## src/rtl/cpu_pkg.sv

```systemverilog
// Shared datapath definitions: ALU operation codes and the divider FSM state encoding.
package cpu_pkg;

  localparam logic [2:0] ALU_AND = 3'b000;
  localparam logic [2:0] ALU_OR  = 3'b001;
  localparam logic [2:0] ALU_ADD = 3'b010;
  localparam logic [2:0] ALU_SUB = 3'b110;
  localparam logic [2:0] ALU_SLT = 3'b111;

  typedef enum logic [1:0] {
    S_IDLE = 2'd0,
    S_CALC = 2'd1,
    S_FIX  = 2'd2,
    S_DONE = 2'd3
  } div_state_t;

endpackage

```

## src/rtl/alu32.sv

```systemverilog
// 32-bit combinational ALU (AND/OR/ADD/SUB/SLT) with a zero flag.
module alu32
  import cpu_pkg::*;
(
  input  logic [31:0] i_a,
  input  logic [31:0] i_b,
  input  logic [2:0]  i_alu_code,
  output logic [31:0] o_out,
  output logic        o_zero
);

  always_comb begin
    o_out = 32'd0;
    case (i_alu_code)
      ALU_AND: o_out = i_a & i_b;
      ALU_OR:  o_out = i_a | i_b;
      ALU_ADD: o_out = i_a + i_b;
      ALU_SUB: o_out = i_a - i_b;
      ALU_SLT: o_out = {31'd0, $signed(i_a) < $signed(i_b)};
      default: o_out = 32'd0;
    endcase
  end

  assign o_zero = (o_out == 32'd0);

endmodule

```

## src/rtl/div32_seq.sv

```systemverilog
// Iterative restoring 32-bit divider (DIV/DIVU), one quotient bit per cycle, using alu32
// as the trial subtractor. Remainder goes to HI, quotient to LO.
module div32_seq
  import cpu_pkg::*;
#(
  parameter int ITER  = 32,
  parameter int CNT_W = 5
) (
  input  logic        i_clk,
  input  logic        i_reset,
  input  logic        i_start,
  input  logic        i_is_signed,
  input  logic [31:0] i_dividend,
  input  logic [31:0] i_divisor,
  output logic        o_busy,
  output logic        o_done,
  output logic        o_dz,
  output logic [31:0] o_hi,
  output logic [31:0] o_lo
);

  div_state_t       r_state, w_state_next;
  logic [CNT_W-1:0] r_cnt;
  logic [31:0]      r_rem, r_quo, r_dvs, r_hi, r_lo;
  logic             r_dvd_neg, r_dvs_neg, r_dz_op, r_dz;

  logic        w_accept_start, w_dvd_neg, w_dvs_neg, w_borrow, w_accept;
  logic [31:0] w_dvd_mag, w_dvs_mag, w_diff;
  logic [32:0] w_s;
  logic        w_alu_zero_unused;

  assign w_accept_start = i_start && (r_state == S_IDLE || r_state == S_DONE);
  assign w_dvd_neg      = i_is_signed & i_dividend[31];
  assign w_dvs_neg      = i_is_signed & i_divisor[31];
  assign w_dvd_mag      = w_dvd_neg ? (32'd0 - i_dividend) : i_dividend;
  assign w_dvs_mag      = w_dvs_neg ? (32'd0 - i_divisor) : i_divisor;

  assign w_s = {r_rem, r_quo[31]};

  alu32 u_alu (
    .i_a        (w_s[31:0]),
    .i_b        (r_dvs),
    .i_alu_code (ALU_SUB),
    .o_out      (w_diff),
    .o_zero     (w_alu_zero_unused)
  );

  // Unsigned borrow of S[31:0]-b from the MSBs; bit 32 of S always permits the subtract.
  assign w_borrow = (~w_s[31] & r_dvs[31]) | (~(w_s[31] ^ r_dvs[31]) & w_diff[31]);
  assign w_accept = w_s[32] | ~w_borrow;

  always_ff @(posedge i_clk or posedge i_reset) begin
    if (i_reset) r_state <= S_IDLE;
    else         r_state <= w_state_next;
  end

  always_comb begin
    w_state_next = r_state;
    case (r_state)
      S_IDLE:  if (i_start) w_state_next = S_CALC;
      S_CALC:  if (r_cnt == '0) w_state_next = S_FIX;
      S_FIX:   w_state_next = S_DONE;
      S_DONE:  w_state_next = i_start ? S_CALC : S_IDLE;
      default: w_state_next = S_IDLE;
    endcase
  end

  always_ff @(posedge i_clk or posedge i_reset) begin
    if (i_reset) begin
      r_cnt     <= '0;
      r_rem     <= 32'd0;
      r_quo     <= 32'd0;
      r_dvs     <= 32'd0;
      r_dvd_neg <= 1'b0;
      r_dvs_neg <= 1'b0;
      r_dz_op   <= 1'b0;
      r_dz      <= 1'b0;
      r_hi      <= 32'd0;
      r_lo      <= 32'd0;
    end else if (w_accept_start) begin
      r_cnt     <= CNT_W'(ITER - 1);
      r_rem     <= 32'd0;
      r_quo     <= w_dvd_mag;
      r_dvs     <= w_dvs_mag;
      r_dvd_neg <= w_dvd_neg;
      r_dvs_neg <= w_dvs_neg;
      r_dz_op   <= (i_divisor == 32'd0);
    end else if (r_state == S_CALC) begin
      r_rem <= w_accept ? w_diff : w_s[31:0];
      r_quo <= {r_quo[30:0], w_accept};
      r_cnt <= r_cnt - 1'b1;
    end else if (r_state == S_FIX) begin
      r_dz <= r_dz_op;
      // With a zero divisor every step accepts, so R ends as |dividend|; re-signing restores the operand.
      r_hi <= r_dvd_neg ? (32'd0 - r_rem) : r_rem;
      if (r_dz_op) r_lo <= 32'hFFFF_FFFF;
      else         r_lo <= (r_dvd_neg ^ r_dvs_neg) ? (32'd0 - r_quo) : r_quo;
    end
  end

  assign o_busy = (r_state == S_CALC) || (r_state == S_FIX);
  assign o_done = (r_state == S_DONE);
  assign o_dz   = r_dz;
  assign o_hi   = r_hi;
  assign o_lo   = r_lo;

endmodule

```

## config.mk

```make
export PLATFORM = sky130hd
export DESIGN_NAME = div32_seq
export DESIGN_NICKNAME = d
export VERILOG_FILES = /design/src/rtl/cpu_pkg.sv /design/src/rtl/alu32.sv /design/src/rtl/div32_seq.sv
export SDC_FILE = /design/constraint.sdc
export NUM_CORES = 1
export LEC_CHECK = 0
export ABC_AREA = 1
export CORE_ASPECT_RATIO = 1.25
export CORE_MARGIN = 1.5
export CORE_UTILIZATION = 44
export CTS_CLUSTER_SIZE = 10
export DETAILED_ROUTE_END_ITERATION = 12
export SLEW_MARGIN = 0
export SYNTH_ARGS = -nofsm -noshare
export SYNTH_HDL_FRONTEND = slang
export SYNTH_SLANG_ARGS = --single-unit
```

## constraint.sdc

```tcl
create_clock -name i_clk -period 8.3 [get_ports i_clk]
set_input_delay 1.245 -clock i_clk [delete_from_list [all_inputs] [get_ports i_clk]]
set_output_delay 1.245 -clock i_clk [all_outputs]
set_load 0.005 [all_outputs]
```

# == Yosys cells after proc, flatten, opt, wreduce, memory -nomap -nowiden ==
# Index checks and enable logic that the tools add are counted.
# op_classes
add_sub_neg,6
mux,16
n_eq_ne,5
n_bitwise,13
n_reduce_logical,9
# op_table
op,count
$mux W32,10
$sub A1 B32 Y32 const A,4
$logic_not A32 Y1,1
$sub A32 B32 Y32,1
$mux W5,2
$pmux W2 S4,1
$logic_not A5 Y1,1
$not A1 Y1,5
$sub A5 B1 Y5 const B,1
$and A1 B1 Y1,4
$eq A2 B2 Y1 const B,2
$mux W2,2
$ne A2 B2 Y1 const B,2
$reduce_and A3 Y1,1
$eq A2 B1 Y1 const B,1
$logic_not A2 Y1,1
$logic_or A1 B1 Y1,2
$or A1 B1 Y1,2
$reduce_and A2 Y1,1
$reduce_bool A2 Y1,1
$xor A1 B1 Y1,2
$logic_and A1 B1 Y1,1
$mux W1,1
# word_totals
regBits,171
output_inout_bits,67
elab_cells,60

# == Logic depth before layout (Yosys ltp) ==
# Gate-level depths: netlist (run 1).
# logic_depth
depth_word,9
mapped_depth,18

# == Modules after synthesis ==
# Synthesis (run 1) repeated with hierarchy kept, for this count alone.
# hier_totals
cells_unflattened,2934
area_unflattened_um2,17519.3
# modules_own_cells
mod,seq_area_each_um2,cells_per_inst,area_per_inst_um2,instances
div32_seq,4279.1,1559,10734.0,1
alu32,0.0,1375,6785.3,1

# == Worst setup path before layout (run 1) ==
# Ideal clock, no wire load.
# synth_path
kind,register to register
startpoint,reg r_rem[4]
endpoint,reg r_rem[23]
setup_time_ps,117
arrival_ps,2588
slack_ps,5595
path_buffers,2
synth_period_minus_slack_ps,2705
path_stages_with_launch,18
cell_sequence,dfrtp_1 > ha_1 > nand2_1 > inv_1 > nand2_1 > nor2_1 > nand2_1 > nand3_1 > nand2_1 > nand2_1 > a211oi_1 > fa_1 > nand2_1 > clkbuf_1 > buf_2 > nand3_1 > nand2_1 > nand2_1
# synth_via
elab_chain_cells,8
# synth_lines
item,line,text
"start, declared",div32_seq.sv:24,"logic [31:0] r_rem, r_quo, r_dvs, r_hi, r_lo;"
"start signal, assigned",div32_seq.sv:89,r_rem <= w_accept ? w_diff : w_s[31:0];
$sub A32 B32 Y32 (*),alu32.sv:18,ALU_SUB: o_out = i_a - i_b;
$and A1 B1 Y1,div32_seq.sv:49,assign w_borrow = (~w_s[31] & r_dvs[31]) | (~(w_s[31] ^ r_dvs[31]) & w_diff[31]);
$or A1 B1 Y1,div32_seq.sv:49,
$not A1 Y1,div32_seq.sv:50,assign w_accept = w_s[32] | ~w_borrow;
$or A1 B1 Y1,div32_seq.sv:50,
$mux W32 (*),div32_seq.sv:89,
$mux W32 (*),div32_seq.sv:88,end else if (r_state == S_CALC) begin
$mux W32 (*),div32_seq.sv:80,end else if (w_accept_start) begin
# Mark *: on every way between the ends. The rest lies on a longest branch, timed or not. The select of a mux whose other input is x is not followed.
# A chain may end at the register's enable or synchronous reset.

# == Worst setup path after layout (run 1) ==
# layout_path
startpoint,in i_start
endpoint,"reg r_lo[29], in the netlist o_lo[29]"
# layout_via
elab_chain_cells,3
# layout_lines
item,line,text
"start, declared",div32_seq.sv:11,"input logic i_start,"
$logic_and A1 B1 Y1,div32_seq.sv:32,assign w_accept_start = i_start && (r_state == S_IDLE || r_state == S_DONE);
$not A1 Y1 (no line),-,
$reduce_and A3 Y1 (no line),-,
"end signal, assigned",div32_seq.sv:97,else r_lo <= (r_dvd_neg ^ r_dvs_neg) ? (32'd0 - r_quo) : r_quo;
"end, declared",div32_seq.sv:24,
# Every way passes these cells.

==> results_dict.tcl, run 1 <==
set metrics [dict create \
    outcome "complete, no violations" \
    hp-start "o_hi[0]" \
    hold_viol_final 0 \
    drc_errors 0 \
    portBuffers 134 \
    synth_edf_count 0 \
    ys_seq_area_frac 0.323 \
    seqPwrFrac 0.253 \
    fmax_mhz 245 \
    h-tree-depth 4 \
    crit_type "in -> reg" \
    swShare 0.511 \
    synthTopCellsByArea "dfrtp_1 32%, nand2_1 17%, inv_1 9.7%, nand3_1 7.9%, nor2_1 5.0%" \
    fp.dieH_um 197 \
    worst_pin_slew_ps 1000 \
    clock_sinks 171 \
    syn_avg_cell_area_um2 6.41 \
    max_stage_delay_ps 670 \
    yosys_register_bits 171 \
    start_util 0.450 \
    path_cells "clkdlybuf4s50_1, nand2_4, inv_2, buf_4, nor2_4, nand2_8, inv_2, or2_2, inv_1, nor2_1" \
    antenna_found_initial 0 \
    synthMostInstantiatedCell "nand2_1" \
    drtAntennaViolNets 0 \
    num_io_pins 135 \
    area.sequential_mm2 0.00428 \
    multi_input_area_mm2 0.00734 \
    synth.distinct_cells 52 \
    synthFlopType "dfrtp_1" \
    worst_ep_required_time_ps 8670 \
    cp_max_fo 66 \
    critPathBufInv 5 \
    ctsRootBufferMaster "clkbuf_16" \
    vias 13200 \
    post_drt_wl_per_cell_um 16.5 \
    min_period_over_period 0.492 \
    drt_iter0_markers 795 \
    cts_max_path_buffers 2 \
    p_leak_nw 7.80 \
    path_common_cell "inv_2" \
    critPathLaunchType "primary input" \
    worst_slew_margin_rel 0.330 \
    setup_violations 0 \
    path_clk_slew_ps 70 \
    gp_congestion 0.922 \
    track_usage 0.282 \
    maxCapViolCount 0 \
    powerDensity_mw_per_mm2 393 \
    pwr-share-clk 0.136 \
    p_comb_frac 0.611 \
    synth.cell_area_mm2 0.0132 \
    dpl_cell_area_mm2 0.0148 \
    first_pass_iters 5 \
    dieArea_mm2 0.0312 \
    hold_buffers 0 \
    hold_path_class "reg -> reg" \
    internal-power_mw 2.97 \
    synth_top_area_share 0.323 \
    dp_hpwl_mm 33.7 \
    nFillCells 3117 \
    rsz0062_at_grt "no" \
    post_cts_buffers 0 \
    area_delta_synth_final_pct 16.6 \
    fin_area_mm2 0.0154 \
    ir_drop_mv 0.195 \
    cts_tree "built" \
    num-nets-final 2277 \
    die_w_um 158 \
    grt_first_pass_wirelength_mm 66.9 \
    net-switching-power_mw 3.10 \
    cp-startpoint "i_start" \
    cp_data_arrival_time_ps 4460 \
    grt_max_degree 67 \
    drive_gt1_frac 0.0358 \
    synth.yosys.warnings 0 \
    setup.worst_path.end_class "flop" \
    core_mm2 0.0294 \
    n_antenna_cell 0 \
    clock-skew-final_ps 10.9 \
    grt_overflow_total 0 \
    finalSetupTns_ps 0 \
    num_rows 70 \
    syn_inst 2065 \
    async_flop_share 1.00 \
    period_minus_slack_ps 4090 \
    synth_top_area_cell "dfrtp_1" \
    synthTopCellsByCount "614 x nand2_1, 342 x inv_1, 210 x nand3_1" \
    wirelength_mm 42.4 \
    path_delay_family "buffers and inverters" \
    critPathSlowestCell "inv_2" \
    grt_pass1_vias 12900 \
    post_cts_resize_count 0 \
    cts_made_buffers 17 \
    synth_nets 2177 \
    vias_per_cell 5.13 \
    finalMaxSlewViolations 0 \
    r2r-start "r_quo[31]" \
    insertion_delay_ps 450 \
]
-- power groups by stage --
stage,clock [mW],combinational (mW),sequential [mW]
floorplan,0,2.60,1.43
global placement,0,3.69,1.55
detailed placement,0,3.72,1.54
CTS,0.841,3.74,1.54
global route,0.875,4.20,1.57
finish,0.828,3.71,1.53
-- final cells by class --
| cell class | instances | area share |
|---|---|---|
| inverters | 353 | 0.0861 |
| clock inverters | 15 | 0.0116 |
| multi-input cells | 1481 | 0.475 |
| clock buffers | 17 | 0.0276 |
| well taps | 396 | 0.0321 |
| flip-flops and latches | 171 | 0.277 |
| repair buffers | 141 | 0.0903 |
-- cells by family after synthesis --
logic type      share of synthesized area
fa+ha+maj                          0.0427
compound gates                      0.125
flops                               0.323
buf+inv                             0.123
simple gates                        0.353
xor+xnor                           0.0324
-- metrics by stage --
step                      instances  worst slack, ps  hold WS (ps)   util  total power [mW]
final                          2574             4210           485  0.525              6.07
after global routing           2574             3890           510  0.525              6.65
after floorplan                2065             2420           449      -              4.03
after detailed placement       2542             3780           471  0.504              5.27
after global placement         2542             3820           468  0.504              5.24
after CTS                      2574             4190           488  0.525              6.12
-- metal layers --
metal	GRT usage	share of wire	vias to the layer above
met5	0	0	-
met4	0.130	0.047	0
met3	0.0297	0.028	84
met2	0.541	0.54	279
met1	0.303	0.38	6057
li1	-	-	6778
-- final timing paths --
kind / to / slack [ps] / cells past startpoint
worst min register to register: o_hi[0] / 490 / 2
worst max-delay path: o_lo[29] / 4210 / 10
worst max register to register: r_rem[4] / 4370 / 17
min in group asynchronous: o_hi[0] / 1220 / 2
max in group asynchronous: r_quo[12] / 5880 / 3
worst min-delay path: o_hi[0] / 490 / 2
-- registers in the layout (all words and copies together), names as in the netlist --
signal and cells:
r_dvs 32, o_lo 32, o_hi 32, r_rem 32, r_quo 32, r_state 2, o_dz 1, r_dvd_neg 1
r_dvs_neg 1, r_dz_op 1, r_cnt 5
-- cell usage in the layout (no fill, tap or decap), types with 3 or more instances in the layout --
cell type / netlist / final
nand3b_1: 6 / 6
xnor2_1: 7 / 7
nor2_4: 5 / 5
and2_1: 4 / 4
or2_2: 3 / 3
o21a_1: 6 / 6
nor3_1: 27 / 27
nand4_1: 25 / 25
o211ai_1: 5 / 5
o21ai_0: 126 / 126
ha_1: 42 / 42
clkdlybuf4s50_1: 0 / 134
o21ai_1: 6 / 6
o221ai_1: 19 / 19
nand3_1: 210 / 210
clkbuf_16: 0 / 17
o21bai_1: 6 / 6
xor2_1: 42 / 42
nand2_2: 3 / 3
dfrtp_1: 171 / 171
inv_6: 0 / 4
buf_4: 4 / 7
nor2_1: 178 / 178
or2_1: 4 / 4
inv_1: 342 / 341
nor2_2: 7 / 7
a31oi_1: 5 / 5
a21oi_1: 75 / 75
nand3_2: 4 / 4
inv_8: 0 / 6
o22ai_1: 22 / 22
a2bb2oi_1: 3 / 3
inv_2: 10 / 10
nand2_1: 614 / 614
o31ai_1: 7 / 7
-- worst min-delay path: stages (launching register included) --
cell	delay (ps)
dfrtp_1	340
nand2_1	50
o21ai_0	60
Power figures use the tool's default switching activity.
==> run 2: changes to the inputs <==
--- a/config.mk
+++ b/config.mk
@@ -11,6 +11,7 @@
 export CORE_UTILIZATION = 44
 export CTS_CLUSTER_SIZE = 10
 export DETAILED_ROUTE_END_ITERATION = 12
+export PLACE_DENSITY = 0.67
 export SLEW_MARGIN = 0
 export SYNTH_ARGS = -nofsm -noshare
 export SYNTH_HDL_FRONTEND = slang
==> constraint.sdc (replaced) <==
create_clock -name i_clk -period 3.45 [get_ports i_clk]
set_input_delay 0.5175 -clock i_clk [delete_from_list [all_inputs] [get_ports i_clk]]
set_output_delay 0.5175 -clock i_clk [all_outputs]
set_load 0.005 [all_outputs]
==> run 2 against run 1 <==
  * Register-to-register slack worse by 4000 ps
  * Count of clock-buffer cells in the layout stayed put
  * Total power is 150% higher
  * Largest cell class unchanged
  * Combinational power grew to 2.5 times the previous value
  * Sequential power up 140%
  * Clock skew up 8.5 ps
==> results_dict.tcl, run 2 (synthesized netlist as in run 1, its figures left out) <==
set metrics [dict create \
    worst_slew_margin_rel 0.317 \
    gp_congestion 0.930 \
    path_delay_family "simple AND/OR/NAND/NOR gates" \
    area.sequential_mm2 0.00428 \
    portBuffers 134 \
    dpl_cell_area_mm2 0.0150 \
    mostFrequentLayoutCell "nand2_1" \
    drt_iter0_markers 922 \
    layout_common_cells "614 x nand2_1, 341 x inv_1, 210 x nand3_1" \
    setup_violations 0 \
    antenna_found_initial 0 \
    powerDensity_mw_per_mm2 971 \
    fin_area_mm2 0.0156 \
    dieArea_mm2 0.0312 \
    ctsRootBufferMaster "clkbuf_16" \
    multi_input_area_mm2 0.00734 \
    net-switching-power_mw 7.75 \
    min_period_over_period 0.902 \
    fp.dieH_um 197 \
    cts_made_buffers 17 \
    rsz0062_at_grt "no" \
    nFillCells 3059 \
    wirelength_mm 44.3 \
    drive_gt1_frac 0.0415 \
    finalSetupTns_ps 0 \
    grt_max_degree 171 \
    post_cts_resize_count 0 \
    critPathBufInv 3 \
    post_drt_wl_per_cell_um 17.1 \
    seqPwrFrac 0.238 \
    start_util 0.450 \
    path_clk_slew_ps 80 \
    first_pass_iters 5 \
    post_cts_buffers 0 \
    cp_max_fo 36 \
    path_cells "ha_1, nand2_1, inv_1, nand2_1, nor2_1, nand2_1, nand3_1, nand2_1, nand2_1, a211oi_1, fa_1, nand2_1, clkinv_1, buf_12, a21oi_1, o21ai_0, o211ai_1, o21ai_0" \
    insertion_delay_ps 460 \
    setup.worst_path.end_class "flop" \
    critPathSlowestCell "dfrtp_1" \
    grt_overflow_total 0 \
    drc_errors 0 \
    dp_hpwl_mm 34.9 \
    drtAntennaViolNets 0 \
    hold_path_class "in -> async" \
    cp_data_arrival_time_ps 3440 \
    hold_viol_final 0 \
    pwr-share-clk 0.142 \
    path_common_cell "nand2_1" \
    h-tree-depth 4 \
    grt_pass1_vias 13600 \
    period_minus_slack_ps 3110 \
    crit_type "reg -> reg" \
    ir_drop_mv 0.497 \
    cts_max_path_buffers 2 \
    outcome "complete, no violations" \
    num_io_pins 135 \
    die_w_um 158 \
    critPathLaunchType "flop" \
    area_delta_synth_final_pct 17.8 \
    core_mm2 0.0294 \
    vias 13600 \
    swShare 0.512 \
    worst_ep_required_time_ps 3780 \
    maxCapViolCount 0 \
    worst_pin_slew_ps 1020 \
    vias_per_cell 5.27 \
    cts_tree "built" \
    clock-skew-final_ps 19.4 \
    p_comb_frac 0.620 \
    num_rows 70 \
    finalMaxSlewViolations 0 \
    p_leak_nw 7.88 \
    fmax_mhz 321 \
    grt_first_pass_wirelength_mm 70.1 \
    num-nets-final 2290 \
    track_usage 0.296 \
    n_antenna_cell 0 \
    max_stage_delay_ps 450 \
    clock_sinks 171 \
    hold_buffers 0 \
    internal-power_mw 7.40 \
]
## run 2: final timing paths
check	startpoint	endpoint	slack [ps]	cells past startpoint
worst min register to register	o_hi[25]	o_hi[25]	480	2
worst max register to register	r_rem[2]	r_rem[6]	340	18
worst max-delay path	r_rem[2]	r_rem[6]	340	18
max in group asynchronous	i_reset	r_dvs[13]	1990	3
min in group i_clk	o_hi[25]	o_hi[25]	480	2
worst min-delay path	i_reset	o_hi[9]	270	2
## run 2: stage by stage
| stage | hold slack, ps | total power [mW] | utilization | std cells | worst slack [ps] |
|---|---|---|---|---|---|
| after floorplan | 449 | 9.70 | - | 2065 | 745 |
| after global placement | 466 | 12.9 | 0.508 | 2555 | 454 |
| after detailed placement | 466 | 13.0 | 0.508 | 2555 | 417 |
| after CTS | 265 | 15.2 | 0.530 | 2587 | 387 |
| after global routing | 274 | 16.5 | 0.530 | 2587 | 104 |
| final | 270 | 15.2 | 0.530 | 2587 | 337 |
## run 2: worst reg2reg max path, cell delays in order (launching register included)
cell and delay [ps]:
dfrtp_1 450, ha_1 400, nand2_1 90, inv_1 80
nand2_1 70, nor2_1 100, nand2_1 60, nand3_1 180
nand2_1 140, nand2_1 130, a211oi_1 100, fa_1 360
nand2_1 110, clkinv_1 110, buf_12 180, a21oi_1 130
o21ai_0 90, o211ai_1 90, o21ai_0 120
## run 2: final cells by class
type / count / area share
inverters: 353 / 0.0852
flip-flops and latches: 171 / 0.274
well taps: 396 / 0.0318
clock buffers: 17 / 0.0273
multi-input cells: 1481 / 0.470
repair buffers: 154 / 0.0972
clock inverters: 15 / 0.0140
## run 2: metal layers
metal,global-route usage,part of all wire
met5,0,0
met4,0.180,0.064
met3,0.0341,0.031
met2,0.550,0.53
met1,0.314,0.38
## run 2: power groups by stage
stage                     Combinational (mW)  Sequential, mW  Clock, mW
after global placement                  9.30            3.61          0
after global routing                    10.6            3.70       2.25
after floorplan                         6.25            3.45          0
after detailed placement                9.35            3.63          0
final                                   9.39            3.61       2.15
after CTS                               9.40            3.60       2.18
==> run 3: changes to the inputs <==
--- a/config.mk
+++ b/config.mk
@@ -12,6 +12,7 @@
 export CTS_CLUSTER_SIZE = 10
 export DETAILED_ROUTE_END_ITERATION = 12
 export PLACE_DENSITY = 0.67
+export SKIP_CTS_REPAIR_TIMING = 1
 export SLEW_MARGIN = 0
 export SYNTH_ARGS = -nofsm -noshare
 export SYNTH_HDL_FRONTEND = slang
==> constraint.sdc (replaced) <==
create_clock -name i_clk -period 2.5 [get_ports i_clk]
set_input_delay 0.375 -clock i_clk [delete_from_list [all_inputs] [get_ports i_clk]]
set_output_delay 0.375 -clock i_clk [all_outputs]
set_load 0.005 [all_outputs]
==> run 3 against run 2 <==
  * The flow now finishes with violations (setup timing)
  * Worst setup slack lost 510 ps
  * Sequential power grew 37%
  * Register-to-register slack lost 510 ps
  * Total power grew 53%
  * Maximum frequency grew 17%
  * Routed wire length grew 4.5%
  * Critical path depth shrank 2
  * Count of clock-buffer cells in the layout is the same
  * Combinational power grew 67%
  * Largest power group unchanged
==> results_dict.tcl, run 3 (synthesized netlist as in run 1, its figures left out) <==
set metrics [dict create \
    outcome "finished, violations left" \
    violations "setup timing" \
    hold_viol_final 0 \
    path_clk_slew_ps 80 \
    dp_hpwl_mm 36.9 \
    nFillCells 2933 \
    drt_iter0_markers 921 \
    first_pass_iters 5 \
    period_minus_slack_ps 2670 \
    fin_area_mm2 0.0171 \
    hold_path_class "in -> async" \
    vias_per_cell 5.22 \
    core_mm2 0.0294 \
    cts_tree "built" \
    cts_max_path_buffers 2 \
    reg2reg_slack_ps -170 \
    grt_first_pass_wirelength_mm 71.6 \
    net-switching-power_mw 11.5 \
    p_comb_frac 0.673 \
    grt_pass1_vias 14000 \
    maxCapViolCount 0 \
    cp_max_fo 13 \
    num_io_pins 135 \
    p_total_mw 23.3 \
    clock_sinks 171 \
    drc_errors 0 \
    grt_max_degree 60 \
    path_delay_family "simple AND/OR/NAND/NOR gates" \
    pwr-share-clk 0.115 \
    setup.worst_path.end_class "flop" \
    max_stage_delay_ps 460 \
    drtAntennaViolNets 0 \
    gp_congestion 0.948 \
    rsz0062_at_grt "yes" \
    wirelength_mm 46.3 \
    grt_overflow_total 0 \
    ir_drop_mv 0.721 \
    worst_slew_margin_rel 0.573 \
    critPathLaunchType "flop" \
    cp_data_arrival_time_ps 2960 \
    area_delta_synth_final_pct 29.1 \
    internal-power_mw 11.8 \
    layout_common_cells "598 x nand2_1, 323 x inv_1, 208 x nand3_1" \
    track_usage 0.303 \
    fmax_mhz 374 \
    vias 14200 \
    mostFrequentLayoutCell "nand2_1" \
    p_leak_nw 8.57 \
    finalWorstSetupSlack_ps -172 \
    path_cells "ha_4, nand2_2, inv_1, nand2_2, inv_2, nand2_1, nor2_1, nand2_2, nand2_4, a211oi_4, fa_2, nand2_4, buf_4, nand3_1, nand2_1, nand2_1" \
    drive_gt1_frac 0.136 \
    worst_pin_slew_ps 635 \
    portBuffers 134 \
    h-tree-depth 4 \
    dp_cells 2683 \
    num-nets-final 2429 \
    finalSetupTns_ps -3180 \
    seqPwrFrac 0.212 \
    dieArea_mm2 0.0312 \
    hold_slack_ps 417 \
    clock-skew-final_ps 12.3 \
    die_w_um 158 \
    min_period_over_period 1.07 \
    critPathBufInv 3 \
    swShare 0.494 \
    fin_util 0.581 \
    num_rows 70 \
    crit_type "reg -> reg" \
    critPathSlowestCell "dfrtp_1" \
    finalMaxSlewViolations 0 \
    dpl_cell_area_mm2 0.0160 \
    stdcell_count 2726 \
    cts_made_buffers 17 \
    setup_violations 33 \
    worst_ep_required_time_ps 2790 \
    post_drt_wl_per_cell_um 17.0 \
    ctsRootBufferMaster "clkbuf_16" \
    antenna_found_initial 0 \
    preCtsSetupSlack_ps -445 \
    start_util 0.450 \
    insertion_delay_ps 450 \
    n_antenna_cell 0 \
    fp.dieH_um 197 \
    powerDensity_mw_per_mm2 1360 \
]
[run 3: layout make-up]
type	count	area [um^2]	area share
Multi-Input combinational cell	1481	7780	0.455
Sequential cell	171	4280	0.250
Timing Repair Buffer	293	2630	0.154
Inverter	353	1330	0.0780
Tap cell	396	495	0.0290
Clock buffer	17	425	0.0249
Clock inverter	15	149	0.00871
[run 3: routing by layer]
layer	vias up	global-route usage	wire, um	part of all wire
met5	-	0	0	0
met4	0	0.216	3860	0.083
met3	153	0.0369	1540	0.033
met2	419	0.558	23800	0.51
met1	6588	0.312	17100	0.37
li1	7081	-	-	-
[run 3: power by group through the flow]
stage,clock network [mW],registers (mW),logic [mW]
floorplan,0,4.77,8.75
detailed placement,0,4.91,14.5
CTS,2.71,4.86,14.6
finish,2.66,4.93,15.7
global placement,0,4.88,14.4
global route,2.82,5.04,17.3
[run 3: worst paths after layout]
kind,start,end,cells after the start
hold reg to reg,o_hi[27],o_hi[27],2
setup reg to reg,r_rem[12],r_rem[22],16
hold / removal,i_reset,o_hi[0],3
setup / recovery,r_rem[12],r_rem[22],16
max in group asynchronous,i_reset,r_dvs[25],3
min in group i_clk,o_hi[27],o_hi[27],2
[run 3: worst min-delay path, delay by kind of cell]
| family | cells | cell delay [ps] |
|---|---|---|
| buf+inv | 3 | 890 |
